<file path="src/rtl/mat_rd_arbiter.sv">
// Round-robin owner arbiter for a shared matrix-storage read port.
// The owner holds the port until it drops its lock with no read outstanding.
module mat_rd_arbiter #(
  parameter int NUM_REQ    = 4,
  parameter int DIM_WIDTH  = 3,
  parameter int DATA_WIDTH = 8,
  parameter int TIMEOUT    = 15
) (
  input  logic                         clk,
  input  logic                         rst,
  input  logic [NUM_REQ-1:0]           req_lock,
  input  logic [NUM_REQ-1:0]           req_rd_en,
  input  logic [NUM_REQ-1:0]           req_slot,
  input  logic [NUM_REQ*DIM_WIDTH-1:0] req_row,
  input  logic [NUM_REQ*DIM_WIDTH-1:0] req_col,
  output logic [NUM_REQ-1:0]           gnt,
  output logic [DATA_WIDTH-1:0]        req_elem,
  output logic [NUM_REQ-1:0]           req_elem_valid,
  output logic                         mem_rd_en,
  output logic                         mem_slot,
  output logic [DIM_WIDTH-1:0]         mem_row,
  output logic [DIM_WIDTH-1:0]         mem_col,
  input  logic [DATA_WIDTH-1:0]        mem_elem,
  input  logic                         mem_elem_valid,
  output logic [2:0]                   owner_idx,
  output logic                         arb_busy,
  output logic                         viol,
  output logic                         timeout_err
);

  localparam int TW = $clog2(TIMEOUT + 1);

  typedef enum logic [1:0] {
    S_IDLE    = 2'd0,
    S_HOLD    = 2'd1,
    S_RELEASE = 2'd2
  } state_t;

  state_t              r_state;
  state_t              w_next;
  logic [NUM_REQ-1:0]  r_gnt;
  logic [2:0]          r_owner;
  logic [2:0]          r_last;
  logic                r_pend;
  logic [TW-1:0]       r_tcnt;
  logic                r_busy;
  logic                r_viol;
  logic                r_tout;

  logic                w_found;
  logic [2:0]          w_sel;
  logic [3:0]          w_cand;
  logic                w_lock_owner;
  logic                w_rd_owner;
  logic                w_mem_rd_en;
  logic                w_viol;

  // Rotating search starting just after the previous owner.
  always_comb begin
    w_found = 1'b0;
    w_sel   = '0;
    w_cand  = '0;
    for (int unsigned i = 1; i <= NUM_REQ; i++) begin
      w_cand = {1'b0, r_last} + 4'(i);
      if (w_cand >= 4'(NUM_REQ))
        w_cand = w_cand - 4'(NUM_REQ);
      for (int unsigned j = 0; j < NUM_REQ; j++) begin
        if (!w_found && (w_cand == 4'(j)) && req_lock[j]) begin
          w_found = 1'b1;
          w_sel   = 3'(j);
        end
      end
    end
  end

  // r_gnt is zero outside S_HOLD, so it doubles as the owner select mask.
  assign w_lock_owner = |(req_lock & r_gnt);
  assign w_rd_owner   = |(req_rd_en & r_gnt);
  assign w_viol       = (|(req_rd_en & ~r_gnt)) | (w_rd_owner & r_pend);

  always_ff @(posedge clk or posedge rst) begin
    if (rst)
      r_state <= S_IDLE;
    else
      r_state <= w_next;
  end

  always_comb begin
    w_next = r_state;
    case (r_state)
      S_IDLE:    if (w_found) w_next = S_HOLD;
      S_HOLD:    if (!w_lock_owner && !r_pend && !w_mem_rd_en) w_next = S_RELEASE;
      S_RELEASE: w_next = S_IDLE;
      default:   w_next = S_IDLE;
    endcase
  end

  always_comb begin
    w_mem_rd_en = 1'b0;
    mem_slot    = 1'b0;
    mem_row     = '0;
    mem_col     = '0;
    if (r_state == S_HOLD) begin
      w_mem_rd_en = w_rd_owner & ~r_pend;
      mem_slot    = |(req_slot & r_gnt);
      for (int unsigned j = 0; j < NUM_REQ; j++) begin
        if (r_gnt[j]) begin
          mem_row = mem_row | req_row[j*DIM_WIDTH +: DIM_WIDTH];
          mem_col = mem_col | req_col[j*DIM_WIDTH +: DIM_WIDTH];
        end
      end
    end
  end

  always_ff @(posedge clk or posedge rst) begin
    if (rst) begin
      r_gnt   <= '0;
      r_owner <= '0;
      r_last  <= 3'(NUM_REQ - 1);
      r_pend  <= 1'b0;
      r_tcnt  <= '0;
      r_busy  <= 1'b0;
      r_viol  <= 1'b0;
      r_tout  <= 1'b0;
    end else begin
      r_busy <= (w_next != S_IDLE);
      r_viol <= w_viol;
      r_tout <= 1'b0;
      if (r_state == S_IDLE && w_found) begin
        r_gnt   <= {{(NUM_REQ-1){1'b0}}, 1'b1} << w_sel;
        r_owner <= w_sel;
        r_last  <= w_sel;
      end else if (r_state == S_HOLD && w_next == S_RELEASE) begin
        r_gnt <= '0;
      end
      if (w_mem_rd_en) begin
        r_pend <= 1'b1;
        r_tcnt <= '0;
      end else if (r_pend) begin
        if (mem_elem_valid) begin
          r_pend <= 1'b0;
          r_tcnt <= '0;
        end else if (r_tcnt == TW'(TIMEOUT - 1)) begin
          r_pend <= 1'b0;
          r_tcnt <= '0;
          r_tout <= 1'b1;
        end else begin
          r_tcnt <= r_tcnt + TW'(1);
        end
      end
    end
  end

  assign mem_rd_en      = w_mem_rd_en;
  assign gnt            = r_gnt;
  assign owner_idx      = r_owner;
  assign arb_busy       = r_busy;
  assign viol           = r_viol;
  assign timeout_err    = r_tout;
  assign req_elem       = mem_elem;
  assign req_elem_valid = r_gnt & {NUM_REQ{mem_elem_valid & r_pend}};

endmodule

</file>
<file path="config.mk">
export PLATFORM = sky130hd
export DESIGN_NAME = mat_rd_arbiter
export DESIGN_NICKNAME = d
export VERILOG_FILES = /design/src/rtl/mat_rd_arbiter.sv
export SDC_FILE = /design/constraint.sdc
export NUM_CORES = 1
export LEC_CHECK = 0
export CORE_AREA = 2 2 59 61
export DETAILED_ROUTE_END_ITERATION = 8
export DIE_AREA = 0 0 61 63
export MAX_ROUTING_LAYER = met4
export PLACE_DENSITY = 0.8
export SLEW_MARGIN = 20
export SYNTH_ARGS = -nofsm -noshare
export SYNTH_HDL_FRONTEND = slang
export SYNTH_SLANG_ARGS = --single-unit
</file>
<file path="constraint.sdc">
create_clock -name clk -period 2.8 [get_ports clk]
set_clock_uncertainty 0.2 [all_clocks]
set_input_delay 0.42 -clock clk [delete_from_list [all_inputs] [get_ports clk]]
set_output_delay 0.42 -clock clk [all_outputs]
set_load 0.01 [all_outputs]
</file>
After elaboration in Yosys (flattened, before gate mapping) --
Cells that the tools add are included.
Storage, ports and cells: RAM bits 0, output and inout bits 30, word-level logic and storage cells 190, memories 0, bits in read-only memories 0, bits of input ports 47, bits in latches 0, bits in registers 20
Cells by class: bitwise logic cells 17, shifts and indexed selects 1, add/subtract/negate cells 9, equal/unequal tests 15, mux-type cells 70, multiply operators 0, magnitude comparators 4, div/mod/pow operators 0, reduce and logical (&&, ||, !) cells 65
Operators with widths (count):
- 3-bit 2-to-1 mux | 30
- 4-bit 2-to-1 mux | 10
- 1-bit logical AND | 35
- 4-bit by 2-bit equality test with 1-bit output, second input constant | 8
- 1-bit 2-to-1 mux | 27
- 4-bit AND | 5
- 1-bit logical NOT | 18
- 3-bit bitwise OR | 6
- 4-bit by 1-bit equality test with 1-bit output, second input constant | 4
- 4-bit by 3-bit >= comparator with 1-bit output, second input constant | 4
- 4-bit logical NOT | 4
- 4-bit OR reduction | 4
- 4-bit by 3-bit subtractor with 4-bit output, second input constant | 4
- 3-bit by 2-bit adder with 4-bit output, second input constant | 2
- 2-bit nonzero test | 3
- 3-bit by 1-bit adder with 4-bit output, second input constant | 1
- 3-bit by 3-bit adder with 4-bit output, second input constant | 1
- 4-bit by 1-bit adder with 4-bit output, second input constant | 1
- 4-bit equality test, second input constant | 1
- 2-bit 2-to-1 mux | 2
- 4-bit inverter | 1
- 2-bit one-hot mux with 2 select lines | 1
- 1-bit by 3-bit << shifter with 4-bit output, first input constant | 1
- 1-bit AND | 3
- other kinds (5) | 5

Logic depth before layout (Yosys ltp) --
Gate-level depths: netlist of run 1.
word-level depth 72, gate-level depth with buffers 6, depth with buffers taken out 6

Worst setup path before layout of run 1 --
Ideal clock, no wire load.
path type register to output, from register r_state[1], to output mem_rd_en, setup slack 1.022 ns, required time 2.180 ns, arrival 1.158 ns, buffers on the path 1, stages on the path, launching flop included 4, path through dfrtp_1 -> nand2b_1 -> clkbuf_1 -> a211oi_1
Between the ends: word-level cells in the longest chain between the ends 2
Ends and longest elaborated chain:
- start, declared | line 39 | state_t r_state;
- start signal, assigned | line 85 | r_state <= w_next;
- 2-bit by 1-bit equality test with 1-bit output | line 103 | if (r_state == S_HOLD) begin
- 1-bit 2-to-1 mux | line 103
- end, declared | line 19 | output logic mem_rd_en,
No other way between the ends.

Worst setup path after layout of run 1 --
from input req_rd_en[0], to output mem_rd_en
Between the ends: word-level cells in the longest chain between the ends 4
Ends and longest elaborated chain:
- start, declared | line 12 | input logic [NUM_REQ-1:0] req_rd_en,
- 4-bit AND | line 78 | assign w_rd_owner = |(req_rd_en & r_gnt);
- 4-bit OR reduction | line 78
- 1-bit AND | line 104 | w_mem_rd_en = w_rd_owner & ~r_pend;
- 1-bit 2-to-1 mux | line 103
No other way between the ends.

==> results_dict.tcl, run 1 <==
set metrics [dict create \
    clkPwrFrac_pct 10.1 \
    finish.instance_area_sq_um 1840 \
    drt_pass1_iterations 4 \
    syn_nets 185 \
    power.total_mw 1.57 \
    cts_buffers 3 \
    initial_core_util_pct 37.4 \
    fp.dieH_microns 63 \
    dieArea_sq_um 3840 \
    synth-seq-cells 18 \
    cts-resized-gates 0 \
    antenna_found_initial 0 \
    hp-class "register to register" \
    clk_pin_slew_ps 100 \
    fillers 298 \
    overflow 0 \
    area.growth.synth_to_final_pct 51.9 \
    ys_seq_area_share_pct 37.4 \
    critPathKind "input port to output port" \
    track_usage_pct 18.1 \
    crit_fanout 3 \
    clock_path_buffers 2 \
    io_buffers 59 \
    syn_inst 136 \
    switchingPower_mw 0.632 \
    cts_root_buffer "clkbuf_4" \
    fmax_mhz 373 \
    synth.area.top_cells "dfrtp_1, a22oi_1, buf_4" \
    fin_util_pct 56.9 \
    grt_pass1_vias 1209 \
    r2r_slack_ps 1070 \
    cp-start-kind "input port" \
    num_rows 21 \
    fin_tns_setup_ps 0 \
    place_hpwl_microns 2630 \
    endpoint "mem_rd_en" \
    syn_avg_cell_area_sq_um 8.90 \
    reg2reg_from "r_last[0]" \
    clock_latency_ps 290 \
    htreeDepth 1 \
    r2r_end "owner_idx[0]" \
    syn_area_sq_um 1210 \
    p_seq_share_pct 30.0 \
    ctsHoldBuffers 0 \
    final.min_clock_period_ps 2680 \
    slew_headroom_pct 56.3 \
    drtIter0Drc 17 \
    setup_ws_ps 117 \
    crit_start "req_rd_en[0]" \
    netSwitchingFraction_pct 40.4 \
    synth_top_area_share_pct 33.1 \
    cp.arrival_ps 2060 \
    hold_viol 0 \
    slew_violations 0 \
    p_per_area_nw_per_um2 852 \
    whs_ps 300 \
    ff2ff_path_depth 4 \
    drv_cap 0 \
    antenna_left 0 \
    p_int_mw 0.933 \
    place_congestion 0.838 \
    core-area_sq_um 3230 \
    synth.distinct_cells 34 \
    synth_top_cell_by_area "dfrtp_1" \
    post-cts-setup-buffers 0 \
    cts.sinks 18 \
    final_layout_size_suffix_gt1_share_pct 10.6 \
    fin_crit_sh_pct 95.8 \
    hp-start "owner_idx[1]" \
    ios 77 \
    routed_wl_microns 3320 \
    dp.cells 231 \
    grt_max_degree 19 \
    yosysWarnings 0 \
    grt_pass1_wl_microns 5220 \
    n_antenna_cell 0 \
    placed_area_sq_um 1800 \
    nets 239 \
    end_kind "output port" \
    pwr-share-comb_pct 59.9 \
    cts_tree "built" \
    p_leak_nw 0.771 \
    die_x_microns 61 \
    irDropWorstVdd_uv 451 \
    status "completed" \
    rsz0062_at_grt "false" \
    required_ps 2180 \
    dp_slack_ps 82.6 \
    wire_per_inst_microns 14.1 \
    stdcell_count 235 \
    tightest_slew_ps 655 \
    vias_per_cell 5.19 \
    drcViolationCount 0 \
    vias 1219 \
    setup_viol 0 \
]
[cell usage in the layout (no fill, tap or decap), types with 2 or more instances in the layout]
master           count
nand3_1              2
inv_1               11
buf_4                6
o22ai_1              4
a21oi_1              9
mux2_2               3
a211o_1              3
nand2b_1             6
clkdlybuf4s50_1     59
and3_1               4
clkbuf_4             3
nor2_1               7
nor3_1               2
a221oi_1             2
ha_1                 2
a22oi_1             18
dfrtp_1             16
o2bb2ai_1            3
dfstp_2              2
nand2_1             12
[how the worst min path moves through the flow]
| stage | endpoint | slack [ps] | depth (start not counted) |
|---|---|---|---|
| floorplan | arb_busy | 160 | 1 |
| global placement | owner_idx[1] | 270 | 2 |
| detailed placement | owner_idx[1] | 270 | 2 |
| CTS | owner_idx[1] | 300 | 2 |
| global route | r_last[1] | 350 | 2 |
| finish | owner_idx[1] | 300 | 2 |
[cell usage after synthesis]
master     count
inv_2          1
buf_6          1
nand2b_1       6
o22ai_1        4
ha_1           2
a311oi_2       1
o21ai_0        1
o21ai_1        1
a211o_1        3
conb_1         1
nor3b_1        1
or2_1          1
o2bb2ai_1      3
a21oi_1        9
nand3_1        2
and3_1         4
clkbuf_1       6
mux2_2         3
nor2_1         7
dfrtp_1       16
and2b_1        1
nand2_1       12
a22oi_1       18
nor3_1         2
dfstp_2        2
a221oi_1       2
a211oi_1       1
o22a_1         1
buf_4          9
nor4_4         1
o32ai_2        1
nor3_2         1
a22o_1         1
inv_1         11
[power by group through the flow]
stage	Sequential, mW	Combinational, mW	Clock [mW]
6_report	0.470	0.937	0.158
3_5_place_dp	0.474	0.939	0
2_1_floorplan	0.457	0.553	0
5_1_grt	0.484	1.03	0.177
3_3_place_gp	0.470	0.910	0
4_1_cts	0.470	0.947	0.163
[layer usage]
layer,up-vias,GRT usage (%),wire length [microns]
li1,591,-,-
met1,569,19.3,1310
met2,53,33.1,1720
met3,6,2.90,255
met4,0,5.16,31
met5,-,-,0
[area by class of cell]
class / instances / area (sq um) / area share [%]
flip-flops and latches: 18 / 453 / 24.6
clock buffers: 4 / 36.3 / 1.97
multi-input cells: 90 / 611 / 33.2
well taps: 46 / 57.6 / 3.13
inverters: 12 / 45.0 / 2.45
repair buffers: 65 / 636 / 34.6
[cells by family after synthesis]
family	Yosys count	synth area share, %
AO/OA/AOI/OAI	46	28.2
AND/OR/NAND/NOR	38	17.1
buffers and inverters	28	12.1
flip-flops	18	37.4
multiplexers	3	2.79
adder cells (fa/ha/maj)	2	2.07
other	1	0.310
[state kept, by name, indices dropped and copies added, names as in the netlist]
name         count
r_tcnt           4
timeout_err      1
arb_busy         1
viol             1
owner_idx        2
r_state          2
gnt              4
r_pend           1
r_last           2
[worst max-delay path, stage by stage]
cell and delay [ps]:
clkdlybuf4s50_1 480, a22oi_1 110, a211oi_1 340, buf_4 190, clkdlybuf4s50_1 520
(Power assumes the default switching activity.)
==> run 2, diff against run 1 <==
--- a/config.mk
+++ b/config.mk
@@ -12,3 +12,2 @@
 export PLACE_DENSITY = 0.8
-export SLEW_MARGIN = 20
 export SYNTH_ARGS = -nofsm -noshare
--- a/constraint.sdc
+++ b/constraint.sdc
@@ -4,2 +4,2 @@
 set_output_delay 0.42 -clock clk [all_outputs]
-set_load 0.01 [all_outputs]
+set_load 0.1 [all_outputs]
==> results_dict.tcl, run 2 (synthesized netlist as in run 1, its figures left out) <==
set metrics [dict create \
    ff2ff_path_depth 4 \
    irDropWorstVdd_uv 1120 \
    dieArea_sq_um 3840 \
    clock_path_buffers 2 \
    place_congestion 0.825 \
    overflow 0 \
    clock_latency_ps 300 \
    n_antenna_cell 0 \
    path_depth 3 \
    vias 1211 \
    drt_pass1_iterations 4 \
    antenna_found_initial 0 \
    track_usage_pct 21.0 \
    worstPathCellList "a22oi_1, a211oi_4, buf_12" \
    path_buf_inv 1 \
    crit_fanout 13 \
    fp.dieH_microns 63 \
    ctsHoldBuffers 0 \
    cp-start-kind "register" \
    cp_top_family "flip-flops" \
    placed_area_sq_um 1950 \
    setup_viol 0 \
    p_leak_nw 0.822 \
    dp.cells 226 \
    slowest_delay_ps 670 \
    hold_viol 0 \
    power.total_mw 2.53 \
    cts_root_buffer "clkbuf_4" \
    slew_headroom_pct 54.3 \
    grt_pass1_vias 1275 \
    grt_max_degree 19 \
    final_layout_size_suffix_gt1_share_pct 23.9 \
    tightest_slew_ps 685 \
    die_x_microns 61 \
    slew_violations 0 \
    r2r_end "gnt[0]" \
    num_rows 21 \
    critPathKind "register to output port" \
    final_cell_mix "clkdlybuf4s50_1, a22oi_1, dfrtp_1" \
    endpoint "mem_rd_en" \
    end_kind "output port" \
    place_hpwl_microns 2740 \
    core-area_sq_um 3230 \
    post-cts-setup-buffers 0 \
    drv_cap 0 \
    final_common_cell "clkdlybuf4s50_1" \
    finish.instance_area_sq_um 1990 \
    drtIter0Drc 74 \
    reg2reg_from "gnt[2]" \
    cts_tree "built" \
    required_ps 2180 \
    fillers 293 \
    htreeDepth 1 \
    final.min_clock_period_ps 2460 \
    status "completed" \
    stdcell_count 230 \
    cts_buffers 3 \
    area.growth.synth_to_final_pct 64.4 \
    fmax_mhz 406 \
    cts.sinks 18 \
    wire_per_inst_microns 15.5 \
    initial_core_util_pct 37.4 \
    fin_crit_sh_pct 88.0 \
    rsz0062_at_grt "false" \
    r2r_slack_ps 780 \
    routed_wl_microns 3560 \
    drcViolationCount 0 \
    cts-resized-gates 0 \
    grt_pass1_wl_microns 6000 \
    ios 77 \
    nets 234 \
    crit_start "gnt[2]" \
    clk_pin_slew_ps 100 \
    fin_util_pct 61.6 \
    io_buffers 59 \
    p_per_area_nw_per_um2 1270 \
    slowest_stage "dfrtp_1" \
    hp-class "input port to asynchronous set/reset pin" \
    vias_per_cell 5.27 \
    antenna_left 0 \
    cp.arrival_ps 1840 \
]
## run 2: cell type report
| type | instances | area (sq um) | area share [%] |
|---|---|---|---|
| tap | 46 | 57.6 | 2.89 |
| multi-input combinational | 90 | 702 | 35.3 |
| sequential | 18 | 453 | 22.8 |
| timing repair buffer | 60 | 696 | 35.0 |
| clock buffer | 4 | 36.3 | 1.82 |
| inverter | 12 | 45.0 | 2.26 |
## run 2: layer usage
layer  track usage [%]  part of all wire, %  vias to the layer above
li1                  -                    -                      578
met1              26.1                   41                      577
met2              33.9                   52                       46
met3              4.97                  5.6                       10
met4              5.43                  1.6                        0
met5                 -                    0                        -
## run 2: worst min path at each step
stage,slack (ps),to,start
final,310,owner_idx[1],rst
after floorplan,160,arb_busy,rst
after CTS,300,owner_idx[1],owner_idx[1]
after detailed placement,270,owner_idx[1],owner_idx[1]
after global routing,350,r_last[1],r_last[1]
after global placement,280,owner_idx[1],owner_idx[1]
## run 2: stage by stage
| step | setup slack (ps) | TNS, ps | hold slack (ps) |
|---|---|---|---|
| 2_1_floorplan | -42.5 | -42.5 | 157 |
| 3_3_place_gp | 587 | 0 | 278 |
| 3_5_place_dp | 486 | 0 | 274 |
| 4_1_cts | 327 | 0 | 302 |
| 5_1_grt | 222 | 0 | 352 |
| 6_report | 336 | 0 | 305 |
## run 2: worst register-to-register path: cells and delay by family, from the launching register on
family | cells | cell delay [ps]
and+or+nand+nor | 2 | 540
DFF | 1 | 580
AOI/OAI and AO/OA | 2 | 580
## run 2: where the power goes
| part | internal, mW | switching (mW) | total [mW] |
|---|---|---|---|
| registers | 0.367 | 0.174 | 0.541 |
| clock network | 0.0795 | 0.0856 | 0.165 |
| logic | 0.600 | 1.22 | 1.82 |
| total | 1.05 | 1.48 | 2.53 |
==> RTL edit 1: new RTL, settings of run 1 <==
Re-encode `state_t` (3 states) as one-hot, 3 bits wide.
--- a/src/rtl/mat_rd_arbiter.sv
+++ b/src/rtl/mat_rd_arbiter.sv
@@ -31,8 +31,8 @@
   localparam int TW = $clog2(TIMEOUT + 1);
 
-  typedef enum logic [1:0] {
-    S_IDLE    = 2'd0,
-    S_HOLD    = 2'd1,
-    S_RELEASE = 2'd2
+  typedef enum logic [2:0] {
+    S_IDLE    = 3'b001,
+    S_HOLD    = 3'b010,
+    S_RELEASE = 3'b100
   } state_t;
 
Function: no difference found for any inputs over 10 cycles, from zero or initial values and one cycle with rst high; not proved beyond that.
==> RTL edit 1 against run 1 <==
Global-route usage grew 1.5 points; sequential power grew 15%; total power shrank 7.6%; area after synthesis grew 3.1%; sequential cell count grew 1; worst setup slack gained 72 ps; routed wire length grew 3.7%; cell area grew 1.2%.
==> RTL edit 1: results (changes against run 1) <==
.. list-table::
   :header-rows: 1

   * - Metric
     - Value
   * - Register-to-Register Setup Slack
     - 810 ps (-260 ps)
   * - Post-CTS clock slew at the launch and capture registers of the worst setup and hold paths
     - 100 ps (about the same)
   * - Total CTS buffers
     - 3 (unchanged)
   * - Aggregate global-route resource usage
     - 19.6% (+1.5 points)
   * - Global-route wire length before repair
     - 5.58 mm (+6.9%)
   * - Net count after synthesis
     - 190 (+2.7%)
   * - Half-perimeter wire length of the detailed placement result
     - 2.75 mm (+4.3%)
   * - Async SR Flop Fraction
     - 100% (unchanged)
   * - Yosys synthesis warning count
     - 0 (unchanged)
   * - Total number of nets in the final design
     - 243 (+1.7%)
   * - Worst-path cell with the longest stage delay
     - sky130_fd_sc_hd__clkdlybuf4s50_1
   * - Min-delay worst type
     - flop to flop
   * - CTS Buffer Depth
     - 2 (unchanged)
   * - Clk Latency, worst-skew pair
     - 300 ps
   * - Vias after detailed routing
     - 1242 (+1.9%)
   * - Leakage power figure
     - 0.785 nW (+1.9%)
   * - Number of global-route vias before repair
     - 1286 (+6.4%)
   * - Buffer type at the clock tree root
     - sky130_fd_sc_hd__clkbuf_4
   * - Cells resized by post-CTS repair
     - 0 (unchanged)
   * - PortBufs
     - 59 (unchanged)
   * - Top cell types by occurrence after synthesis
     - sky130_fd_sc_hd__a22oi_1, sky130_fd_sc_hd__dfrtp_1, sky130_fd_sc_hd__inv_1
   * - Pre-Repair DR Iteration Count
     - 4 (unchanged)
   * - Destination of the worst register-to-register timing path
     - gnt[3]
   * - Worst reg2reg path startpoint
     - gnt[3]
   * - Max capacitance violation total
     - 0 (unchanged)
   * - Hold Path Stages
     - 1 (-1)
   * - Count of inserted antenna diode cells
     - 0 (unchanged)
   * - Result of the run
     - complete, no violations
   * - Share of cells above drive strength 1
     - 9.84% (-0.74 points)
   * - Worst IR Drop VDD
     - 0.304 mV (-32%)
   * - Routability congestion estimate
     - 0.828 (-1.3%)
   * - Part of the Yosys area used for sequential elements
     - 38.4% (+0.98 points)
   * - Number of fill cells in the layout
     - 302 (+1.3%)
   * - Maximum level of the CTS H-tree
     - 1 (unchanged)
   * - Worst endpoint data arrival time
     - 1990 ps (-70 ps)
   * - Startpoint of the worst hold path
     - r_tcnt[3]
   * - Number of antenna violations at the first check in global routing
     - 0 (unchanged)
   * - Synth area leaders
     - sky130_fd_sc_hd__dfrtp_1, sky130_fd_sc_hd__a22oi_1, sky130_fd_sc_hd__dfstp_2
   * - Final routed wire length divided by cell count
     - 14.4 um (+1.9%)
   * - Number of unique standard cell types used by synthesis
     - 37 (+8.8%)
   * - Maximum number of pins on one net before global-route repair
     - 20 (+1)
   * - Crit-path leading delay family
     - simple AND/OR/NAND/NOR gates
   * - Maximum fanout encountered on the critical timing path
     - 4 (+1)
   * - Worst hold endpoint
     - r_tcnt[3]
   * - Crit path largest cell delay
     - 570 ps (+50 ps)
   * - Logic depth of the worst register-to-register path
     - 5 (+1)
   * - Buffers inserted by post-CTS timing repair
     - 0 (unchanged)
   * - Normalized max-slew margin
     - 53.7% (-2.5 points)
   * - Drt first-iter violations
     - 68 (+51)
-- RTL edit 1: changes by cell type after synthesis, sizes merged, moves of 3 or more --
cell | run 1 | this run
o2bb2ai | 3 | 0
nor2b | 0 | 3
a31oi | 0 | 4
nand2 | 12 | 9
-- RTL edit 1: power breakdown --
group | internal (mW) | switching (mW)
Sequential | 0.398 | 0.141
Clock | 0.0556 | 0.0846
Combinational | 0.425 | 0.343
Total | 0.878 | 0.569
-- RTL edit 1: cell families after synthesis --
kind of cell             after synthesis  synth area share [%]
adder cells (fa/ha/maj)                2                  2.01
AND/OR/NAND/NOR                       42                  18.5
other                                  1                 0.301
multiplexers                           4                  3.51
flip-flops                            19                  38.4
AO/OA/AOI/OAI                         45                  25.5
buffers and inverters                 28                  11.8
-- RTL edit 1: layer usage --
| layer | vias to the layer above | part of all wire, % | global-route usage (%) |
|---|---|---|---|
| li1 | 602 | - | - |
| met1 | 568 | 42 | 22.2 |
| met2 | 57 | 46 | 31.6 |
| met3 | 15 | 7.9 | 3.31 |
| met4 | 0 | 4.3 | 11.1 |
| met5 | - | 0 | - |
-- RTL edit 1: cell type report --
type	count	area, sq um	share of cell area [%]
clock buffer	4	26.3	1.41
inverter	11	41.3	2.22
multi-input combinational	94	621	33.4
sequential	19	479	25.8
tap	46	57.6	3.09
timing repair buffer	65	636	34.2
-- RTL edit 1: per-stage QoR --
stage / cell area, sq um / hold slack, ps / instances / setup WS, ps / util (%)
floorplan: 1250 / 169 / 141 / 970 / -
global placement: 1830 / 267 / 235 / 329 / 56.8
detailed placement: 1830 / 280 / 235 / 298 / 56.8
CTS: 1860 / 299 / 239 / 192 / 57.6
global route: 1860 / 343 / 239 / 56.1 / 57.6
finish: 1860 / 296 / 239 / 189 / 57.6
-- RTL edit 1: worst max-delay path by stage --
stage	startpoint	to	depth (start not counted)
after CTS	r_state[0]	mem_rd_en	4
after floorplan	r_state[0]	mem_rd_en	4
after global routing	r_state[0]	mem_rd_en	4
after detailed placement	req_rd_en[0]	mem_rd_en	5
after global placement	req_rd_en[0]	mem_rd_en	5
final	r_state[0]	mem_rd_en	4
==> RTL edit 2: new RTL, config.mk and constraints of run 1 <==
Without the edit above. Change the parameter `DIM_WIDTH` from 3 to 6.
--- a/src/rtl/mat_rd_arbiter.sv
+++ b/src/rtl/mat_rd_arbiter.sv
@@ -3,5 +3,5 @@
 module mat_rd_arbiter #(
   parameter int NUM_REQ    = 4,
-  parameter int DIM_WIDTH  = 3,
+  parameter int DIM_WIDTH  = 6,
   parameter int DATA_WIDTH = 8,
   parameter int TIMEOUT    = 15
Interface: changed (resized mem_col, mem_row, req_col and req_row); port bits go from 77 to 107. No check against the original RTL was run, so the function may have changed too.
==> RTL edit 2 against run 1 <==
Area after synthesis rose by 13%; total power rose by 18%; sequential cell count did not move; routed wire length rose by 32%; cell area rose by 24%; worst setup slack improved by 85 ps; cell count rose by 20%; largest power group unchanged.
==> RTL edit 2: results (changes against run 1) <==
.. list-table::
   :header-rows: 1

   * - Metric
     - Value
   * - Synth area leaders
     - sky130_fd_sc_hd__dfrtp_1, sky130_fd_sc_hd__a22oi_1, sky130_fd_sc_hd__a21oi_1
   * - Half-perimeter wire length of the detailed placement result
     - 3.54 mm (+34%)
   * - Global-route wire length before repair
     - 6.96 mm (+33%)
   * - PortBufs
     - 89 (+51%)
   * - Leakage power figure
     - 0.912 nW (+18%)
   * - Maximum fanout encountered on the critical timing path
     - 11 (+8)
   * - Number of global-route vias before repair
     - 1497 (+24%)
   * - Count of inserted antenna diode cells
     - 0 (unchanged)
   * - Net count after synthesis
     - 229 (+24%)
   * - Cell area after synthesis
     - 1370 sq um (+13%)
   * - Wirelength, routed
     - 4.37 mm (+32%)
   * - Area after detailed placement
     - 2240 sq um (+24%)
   * - Result of the run
     - complete, no violations
   * - Number of unique standard cell types used by synthesis
     - 41 (+21%)
   * - Int Pwr
     - 1.08 mW (+16%)
   * - Number of antenna violations at the first check in global routing
     - 0 (unchanged)
   * - Actual transition at the worst max-transition pin
     - 672 ps (+16.6 ps)
   * - Share of cells above drive strength 1
     - 9.36% (-1.2 points)
   * - Logic depth of the worst register-to-register path
     - 5 (+1)
   * - Post-CTS clock slew at the launch and capture registers of the worst setup and hold paths
     - 100 ps (about the same)
   * - Worst endpoint data arrival time
     - 1980 ps (-80 ps)
   * - Total number of nets in the final design
     - 309 (+29%)
   * - Drt first-iter violations
     - 55 (+38)
   * - Worst IR Drop VDD
     - 0.591 mV (+31%)
   * - Via-to-Cell Ratio
     - 5.41 (+4.3%)
   * - Part of the Yosys area used for sequential elements
     - 33.1% (-4.4 points)
   * - Top cell types by occurrence after synthesis
     - sky130_fd_sc_hd__a22oi_1, sky130_fd_sc_hd__dfrtp_1, sky130_fd_sc_hd__a21oi_1, sky130_fd_sc_hd__inv_1, sky130_fd_sc_hd__nand2_1
   * - Routability congestion estimate
     - 0.779 (-7.1%)
   * - Aggregate global-route resource usage
     - 23.6% (+5.5 points)
-- RTL edit 2: changes by cell type after synthesis, sizes merged, moves of 2 or more --
cell    before  now
nor2         7    5
buf         10   18
nand2b       6    2
a22oi       18   30
nor3b        1    3
a21oi        9   14
clkbuf       6    2
-- RTL edit 2: kinds of logic after synthesis --
group                      after synthesis  synth area share (%)
buffers and inverters                   33                  12.4
muxes                                    2                  1.64
and+or+nand+nor                         34                  14.0
DFF                                     18                  33.1
xor gates and xnor gates                 1                 0.639
other                                    1                 0.274
AOI/OAI and AO/OA                       65                  36.2
adders and majority gates                2                  1.83
-- RTL edit 2: final cells by class --
| type | instances | area (sq um) |
|---|---|---|
| fillers | 264 | 953 |
| repair buffers | 95 | 936 |
| multi-input cells | 105 | 747 |
| flip-flops and latches | 18 | 453 |
| well taps | 46 | 57.6 |
| inverters | 13 | 48.8 |
| clock buffers | 4 | 36.3 |
-- RTL edit 2: metal layers --
layer / vias up / part of all wire (%) / global-route usage (%)
met5: - / 0 / -
met2: 71 / 52 / 41.3
met4: 0 / 0.57 / 6.25
met3: 4 / 8.6 / 4.35
met1: 716 / 38 / 26.9
li1: 730 / - / -
-- RTL edit 2: path summary, 6_finish.rpt --
path / start / end / slack, ps
worst max-delay path: gnt[0] / mem_rd_en / 200
worst min-delay path: owner_idx[1] / owner_idx[1] / 310
worst max register to register: gnt[0] / r_tcnt[2] / 1000
worst min register to register: owner_idx[1] / owner_idx[1] / 310
max in group asynchronous: rst / r_tcnt[3] / 1650
min in group asynchronous: rst / gnt[1] / 320
-- RTL edit 2: stage by stage --
step,instances,hold slack (ps),worst slack (ps)
4_1_cts,281,314,175
3_3_place_gp,277,265,276
3_5_place_dp,277,287,220
5_1_grt,281,340,45.7
2_1_floorplan,156,157,986
6_report,281,313,202
-- RTL edit 2: power groups by stage --
stage               sequential (mW)  clock, mW  combinational (mW)
global route                  0.541      0.170                1.29
global placement              0.516          0                1.15
finish                        0.521      0.155                1.18
detailed placement            0.524          0                1.18
CTS                           0.519      0.163                1.19
floorplan                     0.466          0               0.715
-- RTL edit 2: critical path, stage by stage, from the launching register on --
cell and delay [ps]:
sky130_fd_sc_hd__dfrtp_1 590, sky130_fd_sc_hd__a22oi_1 180, sky130_fd_sc_hd__nand2_2 80, sky130_fd_sc_hd__nor3b_1 250, sky130_fd_sc_hd__clkdlybuf4s50_1 590
